`config.mk`:
```
export PLATFORM = sky130hd
export DESIGN_NAME = dac_sample_sequencer
export DESIGN_NICKNAME = d
export VERILOG_FILES = /design/src/rtl/dac_sample_sequencer.sv
export SDC_FILE = /design/constraint.sdc
export NUM_CORES = 1
export LEC_CHECK = 0
export ABC_AREA = 1
export ABC_CLOCK_PERIOD_IN_PS = 7430
export CORE_MARGIN = 1.5
export CORE_UTILIZATION = 46
export DETAILED_ROUTE_END_ITERATION = 8
export SYNTH_ARGS = -nofsm -noshare
export SYNTH_HDL_FRONTEND = slang
export SYNTH_SLANG_ARGS = --single-unit
export TNS_END_PERCENT = 100
```
`constraint.sdc`:
```
create_clock -name clk_10MHz -period 7.43 [get_ports clk_10MHz]
set_clock_uncertainty 0.2 [all_clocks]
set_input_delay 1.8575 -clock clk_10MHz [delete_from_list [all_inputs] [get_ports clk_10MHz]]
set_output_delay 1.8575 -clock clk_10MHz [all_outputs]
set_load 0.01 [all_outputs]
```
`src/rtl/dac_sample_sequencer.sv`:
```
// rtl/dac_sample_sequencer.sv - debounced waveform select, sample-rate divider and DAC code sequencer
module dac_sample_sequencer #(
    parameter int                SAMPLE_DIV = 100,
    parameter int                DATA_W     = 8,
    parameter int                DEB_CYCLES = 100000,
    parameter logic [DATA_W-1:0] VREF_CODE  = 8'hFF
) (
    input  logic              clk_10MHz,
    input  logic              reset_n,
    input  logic              sw_voltage,
    input  logic              sw_sawtooth,
    input  logic              sw_triangle,
    input  logic              ovr_clr,
    input  logic              spi_ready,
    output logic              spi_start,
    output logic [DATA_W-1:0] spi_data,
    output logic [1:0]        mode,
    output logic              sample_ovr
);

    localparam int DIV_W = $clog2(SAMPLE_DIV);
    localparam int DEB_W = $clog2(DEB_CYCLES + 1);

    typedef enum logic [1:0] {IDLE, CALC, ISSUE} state_t;

    state_t              state;
    state_t              state_nxt;
    logic [1:0]          rst_sync;
    logic                rst_n;
    logic [2:0]          sw_raw;
    logic [2:0]          sw_meta;
    logic [2:0]          sw_sync;
    logic [2:0]          sw_deb;
    logic [DEB_W-1:0]    deb_cnt [0:2];
    logic [1:0]          pending_mode;
    logic [DIV_W-1:0]    div_cnt;
    logic                tick;
    logic [DATA_W-1:0]   acc;
    logic                dir_down;

    // Reset asserts asynchronously everywhere but releases two clocks later, in step with clk_10MHz.
    always_ff @(posedge clk_10MHz or negedge reset_n) begin
        if (!reset_n) rst_sync <= '0;
        else          rst_sync <= {rst_sync[0], 1'b1};
    end
    assign rst_n = rst_sync[1];

    assign sw_raw = {sw_triangle, sw_sawtooth, sw_voltage};

    always_ff @(posedge clk_10MHz or negedge rst_n) begin
        if (!rst_n) begin
            sw_meta <= '0;
            sw_sync <= '0;
            sw_deb  <= '0;
            for (int i = 0; i < 3; i++) deb_cnt[i] <= '0;
        end else begin
            sw_meta <= sw_raw;
            sw_sync <= sw_meta;
            for (int i = 0; i < 3; i++) begin
                if (sw_sync[i] == sw_deb[i]) begin
                    deb_cnt[i] <= '0;
                end else if (deb_cnt[i] == DEB_W'(DEB_CYCLES - 1)) begin
                    sw_deb[i]  <= sw_sync[i];
                    deb_cnt[i] <= '0;
                end else begin
                    deb_cnt[i] <= deb_cnt[i] + 1'b1;
                end
            end
        end
    end

    always_comb begin
        pending_mode = 2'd0;
        if      (sw_deb[0]) pending_mode = 2'd1;
        else if (sw_deb[1]) pending_mode = 2'd2;
        else if (sw_deb[2]) pending_mode = 2'd3;
    end

    assign tick = (div_cnt == DIV_W'(SAMPLE_DIV - 1));

    always_ff @(posedge clk_10MHz or negedge rst_n) begin
        if (!rst_n)    div_cnt <= '0;
        else if (tick) div_cnt <= '0;
        else           div_cnt <= div_cnt + 1'b1;
    end

    always_ff @(posedge clk_10MHz or negedge rst_n) begin
        if (!rst_n) state <= IDLE;
        else        state <= state_nxt;
    end

    always_comb begin
        state_nxt = state;
        spi_start = 1'b0;
        case (state)
            IDLE:  if (tick) state_nxt = CALC;
            CALC:  state_nxt = ISSUE;
            ISSUE: if (spi_ready) begin
                       spi_start = 1'b1;
                       state_nxt = IDLE;
                   end
            default: state_nxt = IDLE;
        endcase
    end

    // A dropped tick leaves mode and accumulator untouched, so a pending code is never disturbed.
    always_ff @(posedge clk_10MHz or negedge rst_n) begin
        if (!rst_n) begin
            mode     <= 2'd0;
            acc      <= '0;
            dir_down <= 1'b0;
            spi_data <= '0;
        end else if (state == IDLE) begin
            if (tick && (pending_mode != mode)) begin
                mode     <= pending_mode;
                acc      <= '0;
                dir_down <= 1'b0;
            end
        end else if (state == CALC) begin
            case (mode)
                2'd0: spi_data <= '0;
                2'd1: spi_data <= VREF_CODE;
                2'd2: begin
                    spi_data <= acc;
                    acc      <= acc + 1'b1;
                end
                default: begin
                    spi_data <= acc;
                    if (!dir_down) begin
                        if (acc == '1) begin
                            dir_down <= 1'b1;
                            acc      <= acc - 1'b1;
                        end else begin
                            acc <= acc + 1'b1;
                        end
                    end else begin
                        if (acc == '0) begin
                            dir_down <= 1'b0;
                            acc      <= acc + 1'b1;
                        end else begin
                            acc <= acc - 1'b1;
                        end
                    end
                end
            endcase
        end
    end

    always_ff @(posedge clk_10MHz or negedge rst_n) begin
        if (!rst_n)                      sample_ovr <= 1'b0;
        else if (tick && state != IDLE)  sample_ovr <= 1'b1;
        else if (ovr_clr)                sample_ovr <= 1'b0;
    end

endmodule

```
==> results_dict.tcl <==
set metrics [dict create \
    max_freq_mhz 195 \
    synth_top_area_frac 0.461 \
    dieArea_mm2 0.0114 \
    grt_use_met2 0.319 \
    syn-num-nets 641 \
    grt_usage 0.208 \
    vias 4108 \
    max_slew_margin 0.492 \
    status "completed" \
    power_frac_comb 0.028 \
    ys.flop_type "dfrtp_1" \
    switching_power_mw 0.205 \
    synth_edf_count 0 \
    fillers 1028 \
    drv_cap 0 \
    switching_share 0.236 \
    yosysWarnings 0 \
    max_stage_delay_ps 560 \
    ctsHoldBuffers 0 \
    cts_setup_buffers 0 \
    synthDistinctLibCells 31 \
    final_max_slew_viol_count 0 \
    cpMostUsedCell "clkdlybuf4s50_1" \
    ys_ff_latch 91 \
    multi_input_area_mm2 0.00229 \
    grt_max_degree 63 \
    synth-async-reset-ratio 1.00 \
    p_leak_nw 2.41 \
    htreeDepth 3 \
    seq_power_share 0.584 \
    cts.sink_count 91 \
    hold_class "reg2async" \
    synthToLayoutAreaGrowth_pct 10.1 \
    finalCritPeriodShare 0.689 \
    gr-usage-met1 0.284 \
    routabilityCongestion 0.880 \
    syn_inst 627 \
    vdd_drop_max_uv 139 \
    arrival_ps 3060 \
    ys_top_cells_by_area "dfrtp_1 (46%), nand2_1 (10%), nor2_1 (7.4%), nand3_1 (6.2%), inv_1 (5.7%)" \
    seq_area_frac_synth 0.461 \
    hpwl_mm 7.52 \
    cp-start-kind "input pin" \
    remaining_drc_errors 0 \
    cts_buffers 9 \
    final_core_util 0.524 \
    required_ps 5370 \
    top_usage_layer "met2" \
    coreArea_mm2 0.0104 \
    grt-ovfl-total 0 \
    critPathCaptureType "output port" \
    grt_pass1_wl_mm 18.8 \
    wl_per_cell_um 13.1 \
    grt_pass1_vias 4144 \
    clkLatencyLatePin_ps 380 \
    final_net_count 666 \
    power_frac_clock 0.389 \
    first_iter_violations 211 \
    regArea_mm2 0.00228 \
    std_cell_rows 37 \
    path_clk_slew_ps 90 \
    vias_per_cell 5.18 \
    cts_resized 0 \
    drt-total-wl_mm 10.4 \
    crit_type "in2out" \
    crit_fanout 2 \
    clock_path_buffers 2 \
    cts_tree "yes" \
    rsz0062_at_grt "false" \
    cts_root_buf "clkbuf_8" \
    synth_top_area_cell "dfrtp_1" \
    min_period_ps 5120 \
    die_w_um 107 \
    antenna_found_initial 0 \
    netlist_area_mm2 0.00494 \
    tns_ps 0 \
    finalHoldViolations 0 \
    drive_gt1_frac 0.0715 \
    worst_pin_slew_ps 762 \
    slowest_stage "clkdlybuf4s50_1" \
    power_density_mw_per_mm2 160 \
    use_met3 0.0426 \
    die_h_um 107 \
    drtPass1Iterations 4 \
    final_antenna_net_count 0 \
    ioPinCount 19 \
    synth_area_per_cell_um2 7.88 \
    p_int_mw 0.665 \
    worstPathCellList "clkdlybuf4s50_1 > inv_1 > nor3_1 > clkdlybuf4s50_1" \
    num_antenna_cells 0 \
    start_util 0.476 \
    portBuffers 18 \
    finalSetupViolCount 0 \
]
## logic make-up (layout without fill, tap and decap cells)
family | count (synthesis) | after routing | share of synthesized area
buffers and inverters | 88 | 118 | 0.0745
other | 1 | 1 | 0.000759
DFF | 91 | 91 | 0.461
adders and majority gates | 7 | 7 | 0.0177
AOI/OAI and AO/OA | 36 | 36 | 0.0431
and+or+nand+nor | 377 | 377 | 0.355
xor gates and xnor gates | 27 | 27 | 0.0479
## final timing paths
check | start | endpoint | slack, ps | cells past startpoint
setup / recovery | spi_ready | spi_start | 2310 | 4
hold / removal | rst_sync[1] | sw_meta[2] | 50 | 0
setup reg to reg | div_cnt[0] | dir_down | 5480 | 10
hold reg to reg | rst_sync[1] | sw_meta[2] | 50 | 0
max in group asynchronous | reset_n | rst_sync[1] | 5470 | 1
min in group clk_10MHz | sw_meta[2] | sw_sync[2] | 160 | 0
## synth_stat cells, types with 2 or more instances
cell      instances
a31o_2            3
a21oi_1          13
nor3b_1           6
inv_2             5
ha_1              7
nand2_2           5
nand4_1          25
nor2_4            2
nand3_1          61
xnor2_1           2
dfrtp_1          91
nand2_1         131
nand3_2           3
clkinv_1          3
buf_6             5
o211ai_1          8
nor3_1           27
nor2_2            4
nor3_2            5
nor4_1            7
nor2_1           97
xor2_1           25
o21ai_0          10
inv_1            75
## cells in the final DEF (no fill, tap or decap), drive strengths merged, types with 8 or more instances in the layout
cell           netlist  routed
clkdlybuf4s50        0      18
nand3               65      65
nand4               25      25
dfrtp               91      91
clkbuf               0      10
nand2              137     137
xor2                25      25
nor2               103     103
o21ai               11      11
nor3                33      33
o211ai               8       8
a21oi               13      13
inv                 80      81
## area by class of cell
type,instances,area share
clock buffer,10,0.0235
clock inverter,6,0.0120
inverter,83,0.0573
multi-input combinational,448,0.422
sequential,91,0.420
tap,136,0.0313
timing repair buffer,19,0.0345
## routing by layer
| layer | part of all wire | vias up |
|---|---|---|
| met1 | 0.50 | 1927 |
| met3 | 0.038 | 20 |
| li1 | - | 2083 |
| met5 | 0 | - |
| met4 | 0.021 | 0 |
| met2 | 0.44 | 78 |
## stage by stage
| stage | cells | total power, mW | hold WS, ps | setup WS [ps] | cell area (µm²) |
|---|---|---|---|---|---|
| CTS | 793 | 0.887 | 62.9 | 2300 | 5440 |
| global placement | 777 | 0.542 | 60.8 | 2310 | 5240 |
| global route | 793 | 0.909 | 83.3 | 2260 | 5440 |
| finish | 793 | 0.870 | 47.1 | 2310 | 5440 |
| floorplan | 627 | 0.531 | 131 | 3230 | 4940 |
| detailed placement | 777 | 0.543 | 60.3 | 2310 | 5240 |
## power by group through the flow
stage	clock [mW]	sequential [mW]	combinational [mW]
global route	0.370	0.510	0.0287
global placement	0	0.518	0.0246
floorplan	0	0.520	0.0109
detailed placement	0	0.518	0.0250
CTS	0.354	0.508	0.0250
finish	0.338	0.508	0.0240
## worst max-delay path: cells and delay by family
family | cells | cell delay [ps]
buffers and inverters | 3 | 1070
AND/OR/NAND/NOR | 1 | 140
## state kept, by name (all words and copies together) (netlist names), 2 cells and up
signal    count
deb_cnt      51
acc           8
spi_data      8
div_cnt       7
sw_deb        3
sw_meta       3
sw_sync       3
mode          2
rst_sync      2
state         2
Note: power is estimated with default switching activity, not from simulation.
